File: config.mk
export PLATFORM = sky130hd
export DESIGN_NAME = alu_op_sequencer
export DESIGN_NICKNAME = d
export VERILOG_FILES = /design/src/rtl/alu_op_sequencer.sv
export SDC_FILE = /design/constraint.sdc
export NUM_CORES = 1
export LEC_CHECK = 0
export CORE_ASPECT_RATIO = 1.75
export CORE_MARGIN = 1
export CORE_UTILIZATION = 40
export DETAILED_ROUTE_END_ITERATION = 7
export PLACE_DENSITY_LB_ADDON = 0.25
export SKIP_LAST_GASP = 1
export SLEW_MARGIN = 10
export SYNTH_ARGS = -nofsm -noshare
export SYNTH_HDL_FRONTEND = slang
export SYNTH_SLANG_ARGS = --single-unit
File: constraint.sdc
create_clock -name clk -period 1.67 [get_ports clk]
set_clock_uncertainty 0.05 [all_clocks]
set_input_delay 0.334 -clock clk [delete_from_list [all_inputs] [get_ports clk]]
set_output_delay 0.334 -clock clk [all_outputs]
set_load 0.03 [all_outputs]
File: src/rtl/alu_op_sequencer.sv
// ---------------------------------------------------------------------------
// alu_op_sequencer: issues one ALU operation at a time, waits for the result
// to settle, and returns it over a valid/ready response channel.
// Optional operand chaining with macro ALU_SEQ_CHAIN_EN.   Rev 1.0
// ---------------------------------------------------------------------------
`default_nettype none

module alu_op_sequencer #(
  parameter int DATA_W        = 8,
  parameter int SETTLE_CYCLES = 2,
  parameter int CNT_W         = 16
) (
  input  logic              clk,
  input  logic              rst_n,
  input  logic              req_valid,
  output logic              req_ready,
  input  logic [3:0]        req_op,
  input  logic [DATA_W-1:0] req_a,
  input  logic [DATA_W-1:0] req_b,
`ifdef ALU_SEQ_CHAIN_EN
  input  logic              req_chain,
`endif
  output logic [3:0]        alu_sel,
  output logic [DATA_W-1:0] alu_a,
  output logic [DATA_W-1:0] alu_b,
  input  logic [DATA_W-1:0] alu_o,
  input  logic [DATA_W-1:0] alu_left,
  output logic              rsp_valid,
  input  logic              rsp_ready,
  output logic [DATA_W-1:0] rsp_result,
  output logic [DATA_W-1:0] rsp_left,
  output logic              rsp_err,
  output logic              busy,
  output logic [CNT_W-1:0]  op_count
);

  typedef enum logic [1:0] {
    IDLE = 2'd0,
    EXEC = 2'd1,
    RESP = 2'd2
  } state_t;

  localparam logic [3:0]       SETTLE_LOAD = 4'(SETTLE_CYCLES - 1);
  localparam logic [3:0]       LAST_LEGAL  = 4'b1100;
  localparam logic [CNT_W-1:0] CNT_ONE     = {{(CNT_W-1){1'b0}}, 1'b1};

  state_t              state_q;
  logic [3:0]          settle_q;
  logic                req_ready_q;
  logic                rsp_valid_q;
  logic                rsp_err_q;
  logic                busy_q;
  logic [3:0]          alu_sel_q;
  logic [DATA_W-1:0]   alu_a_q;
  logic [DATA_W-1:0]   alu_b_q;
  logic [DATA_W-1:0]   rsp_result_q;
  logic [DATA_W-1:0]   rsp_left_q;
  logic [CNT_W-1:0]    op_count_q;
  logic                legal_d;
  logic [DATA_W-1:0]   a_src_d;

  assign legal_d = (req_op <= LAST_LEGAL);

`ifdef ALU_SEQ_CHAIN_EN
  logic [DATA_W-1:0] last_q;
  logic              last_valid_q;

  assign a_src_d = (req_chain && last_valid_q) ? last_q : req_a;
`else
  assign a_src_d = req_a;
`endif

  always_ff @(posedge clk or negedge rst_n) begin
    if (!rst_n) begin
      state_q      <= IDLE;
      settle_q     <= 4'd0;
      req_ready_q  <= 1'b1;
      rsp_valid_q  <= 1'b0;
      rsp_err_q    <= 1'b0;
      busy_q       <= 1'b0;
      alu_sel_q    <= 4'd0;
      alu_a_q      <= '0;
      alu_b_q      <= '0;
      rsp_result_q <= '0;
      rsp_left_q   <= '0;
      op_count_q   <= '0;
`ifdef ALU_SEQ_CHAIN_EN
      last_q       <= '0;
      last_valid_q <= 1'b0;
`endif
    end else begin
      case (state_q)
        IDLE: begin
          if (req_valid) begin
            req_ready_q <= 1'b0;
            busy_q      <= 1'b1;
            if (legal_d) begin
              alu_sel_q <= req_op;
              alu_a_q   <= a_src_d;
              alu_b_q   <= req_b;
              settle_q  <= SETTLE_LOAD;
              state_q   <= EXEC;
            end else begin
              // Illegal opcode skips the ALU entirely; the issued bus is untouched.
              rsp_result_q <= '0;
              rsp_left_q   <= '0;
              rsp_err_q    <= 1'b1;
              rsp_valid_q  <= 1'b1;
              state_q      <= RESP;
`ifdef ALU_SEQ_CHAIN_EN
              last_valid_q <= 1'b0;
`endif
            end
          end
        end
        EXEC: begin
          if (settle_q == 4'd0) begin
            rsp_result_q <= alu_o;
            rsp_left_q   <= alu_left;
            rsp_err_q    <= 1'b0;
            rsp_valid_q  <= 1'b1;
            state_q      <= RESP;
`ifdef ALU_SEQ_CHAIN_EN
            last_q       <= alu_o;
            last_valid_q <= 1'b1;
`endif
          end else begin
            settle_q <= settle_q - 4'd1;
          end
        end
        RESP: begin
          if (rsp_ready) begin
            rsp_valid_q <= 1'b0;
            req_ready_q <= 1'b1;
            busy_q      <= 1'b0;
            state_q     <= IDLE;
            if (op_count_q != {CNT_W{1'b1}}) begin
              op_count_q <= op_count_q + CNT_ONE;
            end
          end
        end
        default: begin
          state_q     <= IDLE;
          req_ready_q <= 1'b1;
          rsp_valid_q <= 1'b0;
          busy_q      <= 1'b0;
        end
      endcase
    end
  end

  assign req_ready  = req_ready_q;
  assign rsp_valid  = rsp_valid_q;
  assign rsp_err    = rsp_err_q;
  assign busy       = busy_q;
  assign alu_sel    = alu_sel_q;
  assign alu_a      = alu_a_q;
  assign alu_b      = alu_b_q;
  assign rsp_result = rsp_result_q;
  assign rsp_left   = rsp_left_q;
  assign op_count   = op_count_q;

endmodule

`default_nettype wire

==> impl_metrics.tcl <==
set metrics [dict create \
    status "finished, final reports clean" \
    rsz0062_at_grt "yes" \
    syn_nets 250 \
    die_h_um 109.7 \
    critPathBufInv 2 \
    p_leak_nw 1.947 \
    fin_crit_ns 1.647 \
    grt_overflow 0 \
    clk_latency_ns 0.34 \
    avgRoutedWirePerCell_um 15.25 \
    hp-class "in2reg" \
    initial_utilization_pct 42.22 \
    drive_gt1_share_pct 25.51 \
    grt_pass1_vias 2236 \
    whs_ns 0.3375 \
    synth-seq-cells 62 \
    vdd_drop_max_mv 0.8032 \
    dieArea_mm2 0.006968 \
    netlist_instances 207 \
    crit_required_ns 1.84 \
    grt_usage_pct 20.03 \
    hp-start "rsp_ready" \
    drt-total-wl_um 6419 \
    min_period_over_period_pct 98.64 \
    cp_top_family "buffers and inverters" \
    p_total_w 0.007262 \
    area_growth_pct 54.44 \
    cts_tree "built" \
    path_class "in2reg" \
    worstRegToRegCells 4 \
    worst_pin_slew_ns 0.3317 \
    vias 2173 \
    portBuffers 95 \
    numClockSinks 62 \
    synth_cell_type_count 42 \
    grt_antenna_before_repair 0 \
    timing.fmax_mhz 607.0 \
    r2r_setup_slack_ns 0.07 \
    fin_ws_ns 0.02268 \
    maxCapViolCount 0 \
    final_util_pct 65.21 \
    numCtsBuffers 9 \
    async_flop_share_pct 100.0 \
    hold_end "state_q[1]" \
    layout.nets 379 \
    r2r-end "op_count[1]" \
    die_w_um 63.53 \
    gp_congestion 0.7938 \
    cellPowerDensity_mw_per_mm2 1774 \
    clkTransAtPathRegs_ns 0.06 \
    antenna_cells 0 \
    crit_slowest_cell "clkdlybuf4s50_1" \
    ys_seq_area_share_pct 58.59 \
    postSynthAreaPerCell_um2 12.80 \
    synth_edf_count 0 \
    rr_startpoint "op_count[8]" \
    grt_pass1_wl_um 10450 \
    hpwlAfterDp_um 4520 \
    drt_iter0_markers 72 \
    netlist_area_mm2 0.002650 \
    end_kind "flip-flop" \
    min_path_cells 3 \
    slew_headroom_pct 77.65 \
    setup_violations 0 \
    drv_slew 0 \
    ios 96 \
    clk_path_buf_depth 2 \
    core_mm2 0.006276 \
    cpPeakStageDelay_ns 0.48 \
    cts-root-buf "clkbuf_8" \
    path_cells "clkdlybuf4s50_1, o211a_1, a21oi_1, or3_4, buf_8, a22o_1" \
    grt_start_max_net_pins 63 \
    ant_nets 0 \
    cp-start-kind "input port" \
    synthFlopType "dfrtp_1" \
    routed_via_density 5.162 \
    finalHoldViolations 0 \
    tns_ns 0 \
    dp_slack_ns -0.3975 \
    worstPathArrival_ns 1.82 \
    htreeDepth 3 \
    drc 0 \
    synth.yosys.warnings 0 \
    rows 38 \
    path_max_fanout 17 \
    first_pass_iters 4 \
]
[routing by layer]
layer / GRT usage (%) / share of wire [%] / up-vias
met2: 35.64 / 53 / 66
met4: 10.71 / 2.8 / 0
met3: 6.535 / 5.1 / 17
met1: 20.54 / 39 / 1061
li1: - / - / 1029
met5: 0 / 0 / -
[sequential cells by signal (all words and copies together), names as in the netlist]
register	cells
op_count	16
alu_a	8
alu_b	8
rsp_left	8
rsp_result	8
alu_sel	4
settle_q	4
state_q	2
busy	1
req_ready	1
rsp_err	1
rsp_valid	1
[cell usage after synthesis, types with 2 or more instances]
library cell,count,area [um^2]
and4_1,3,26.28
inv_1,4,15.01
nand4_1,9,56.30
xor2_1,4,35.03
o21ai_0,6,30.03
nand3_1,8,40.04
dfrtp_1,61,1526
nand2b_1,2,12.51
nand3b_1,4,30.03
a211oi_1,2,15.01
or4_1,2,15.01
buf_6,3,33.78
nor3_1,7,35.03
mux2_2,20,225.2
a21oi_1,5,25.02
xnor2_1,8,70.07
nand2_1,6,22.52
ha_1,3,37.54
buf_2,4,20.02
a22o_1,16,140.1
nor2_1,6,22.52
mux2i_1,2,20.02
o21a_1,3,22.52
[kinds of logic (layout without fill, tap and decap cells)]
family                   count (synthesis)  after routing  share of synthesized area, %
AO/OA/AOI/OAI                           38             38                         10.76
XOR/XNOR                                12             12                         3.966
adder cells (fa/ha/maj)                  3              3                         1.417
buffers and inverters                   12            146                         2.738
flip-flops                              62             62                         58.59
multiplexers                            23             23                         9.821
AND/OR/NAND/NOR                         57             57                         12.70
[stage by stage]
stage | instances | instance area, um^2
after floorplan | 207 | 2660
after global placement | 400 | 3875
after detailed placement | 400 | 3875
after CTS | 418 | 4034
after global routing | 421 | 4093
final | 421 | 4093
[final cells by class]
| class | instances | area [um^2] |
|---|---|---|
| fill | 561 | 2183 |
| sequential | 62 | 1564 |
| timing repair buffer | 126 | 1175 |
| multi-input combinational | 133 | 1067 |
| clock buffer | 15 | 166.4 |
| tap | 80 | 100.1 |
| inverter | 4 | 15.01 |
| clock inverter | 1 | 5.005 |
[placed cells by master, fill, tap and decap left out, drive strengths merged, types with 2 or more instances in the layout]
master         netlist  layout
o21ai                6       6
dfrtp               61      61
nand3b               4       4
o21a                 3       3
dlygate4sd2          0      56
a21oi                6       6
clkbuf               1      15
nand4                9       9
or4                  2       2
nand2                6       6
clkdlybuf4s15        0       2
inv                  4       4
ha                   3       3
xor2                 4       4
a211oi               2       2
clkdlybuf4s50        0      35
xnor2                8       8
buf                  7      30
mux2                21      21
nor3                 7       7
a22o                16      16
nand2b               3       3
nand3                8       8
mux2i                2       2
and4                 3       3
nor2                 6       6
[how the worst max path moves through the flow]
stage                start  cells after the start            end  slack (ns)
6_report         req_op[2]                      6  rsp_result[1]        0.02
3_3_place_gp     req_op[0]                      6  rsp_result[2]       -0.35
4_1_cts          req_ready                      1      req_ready      -0.004
5_1_grt        op_count[3]                      1    op_count[3]      -0.002
3_5_place_dp     req_op[0]                      6       alu_a[0]       -0.40
2_1_floorplan  op_count[0]                      5   op_count[14]        0.01
[worst min-delay path: cells and delay by family]
family,cells,cell delay [ns]
compound gates,1,0.15
simple gates,1,0.04
buf+inv,1,0.17
[power by group]
| part | switching (W) | internal (W) |
|---|---|---|
| clock network | 0.000522 | 0.000620 |
| logic | 0.00204 | 0.00159 |
| registers | 0.000374 | 0.00211 |
| total | 0.00294 | 0.00432 |
[what timing repair did]
action / 4_1_cts / 5_1_grt
hold endpoints to repair: 61 / 0
resized for setup: 62 / 13
hold buffers: 1 / 0
setup buffers: 0 / 3
pin swaps: 1 / 1
cloned: 1 / 0
setup endpoints to repair: 91 / 27
(Power assumes the default switching activity.)
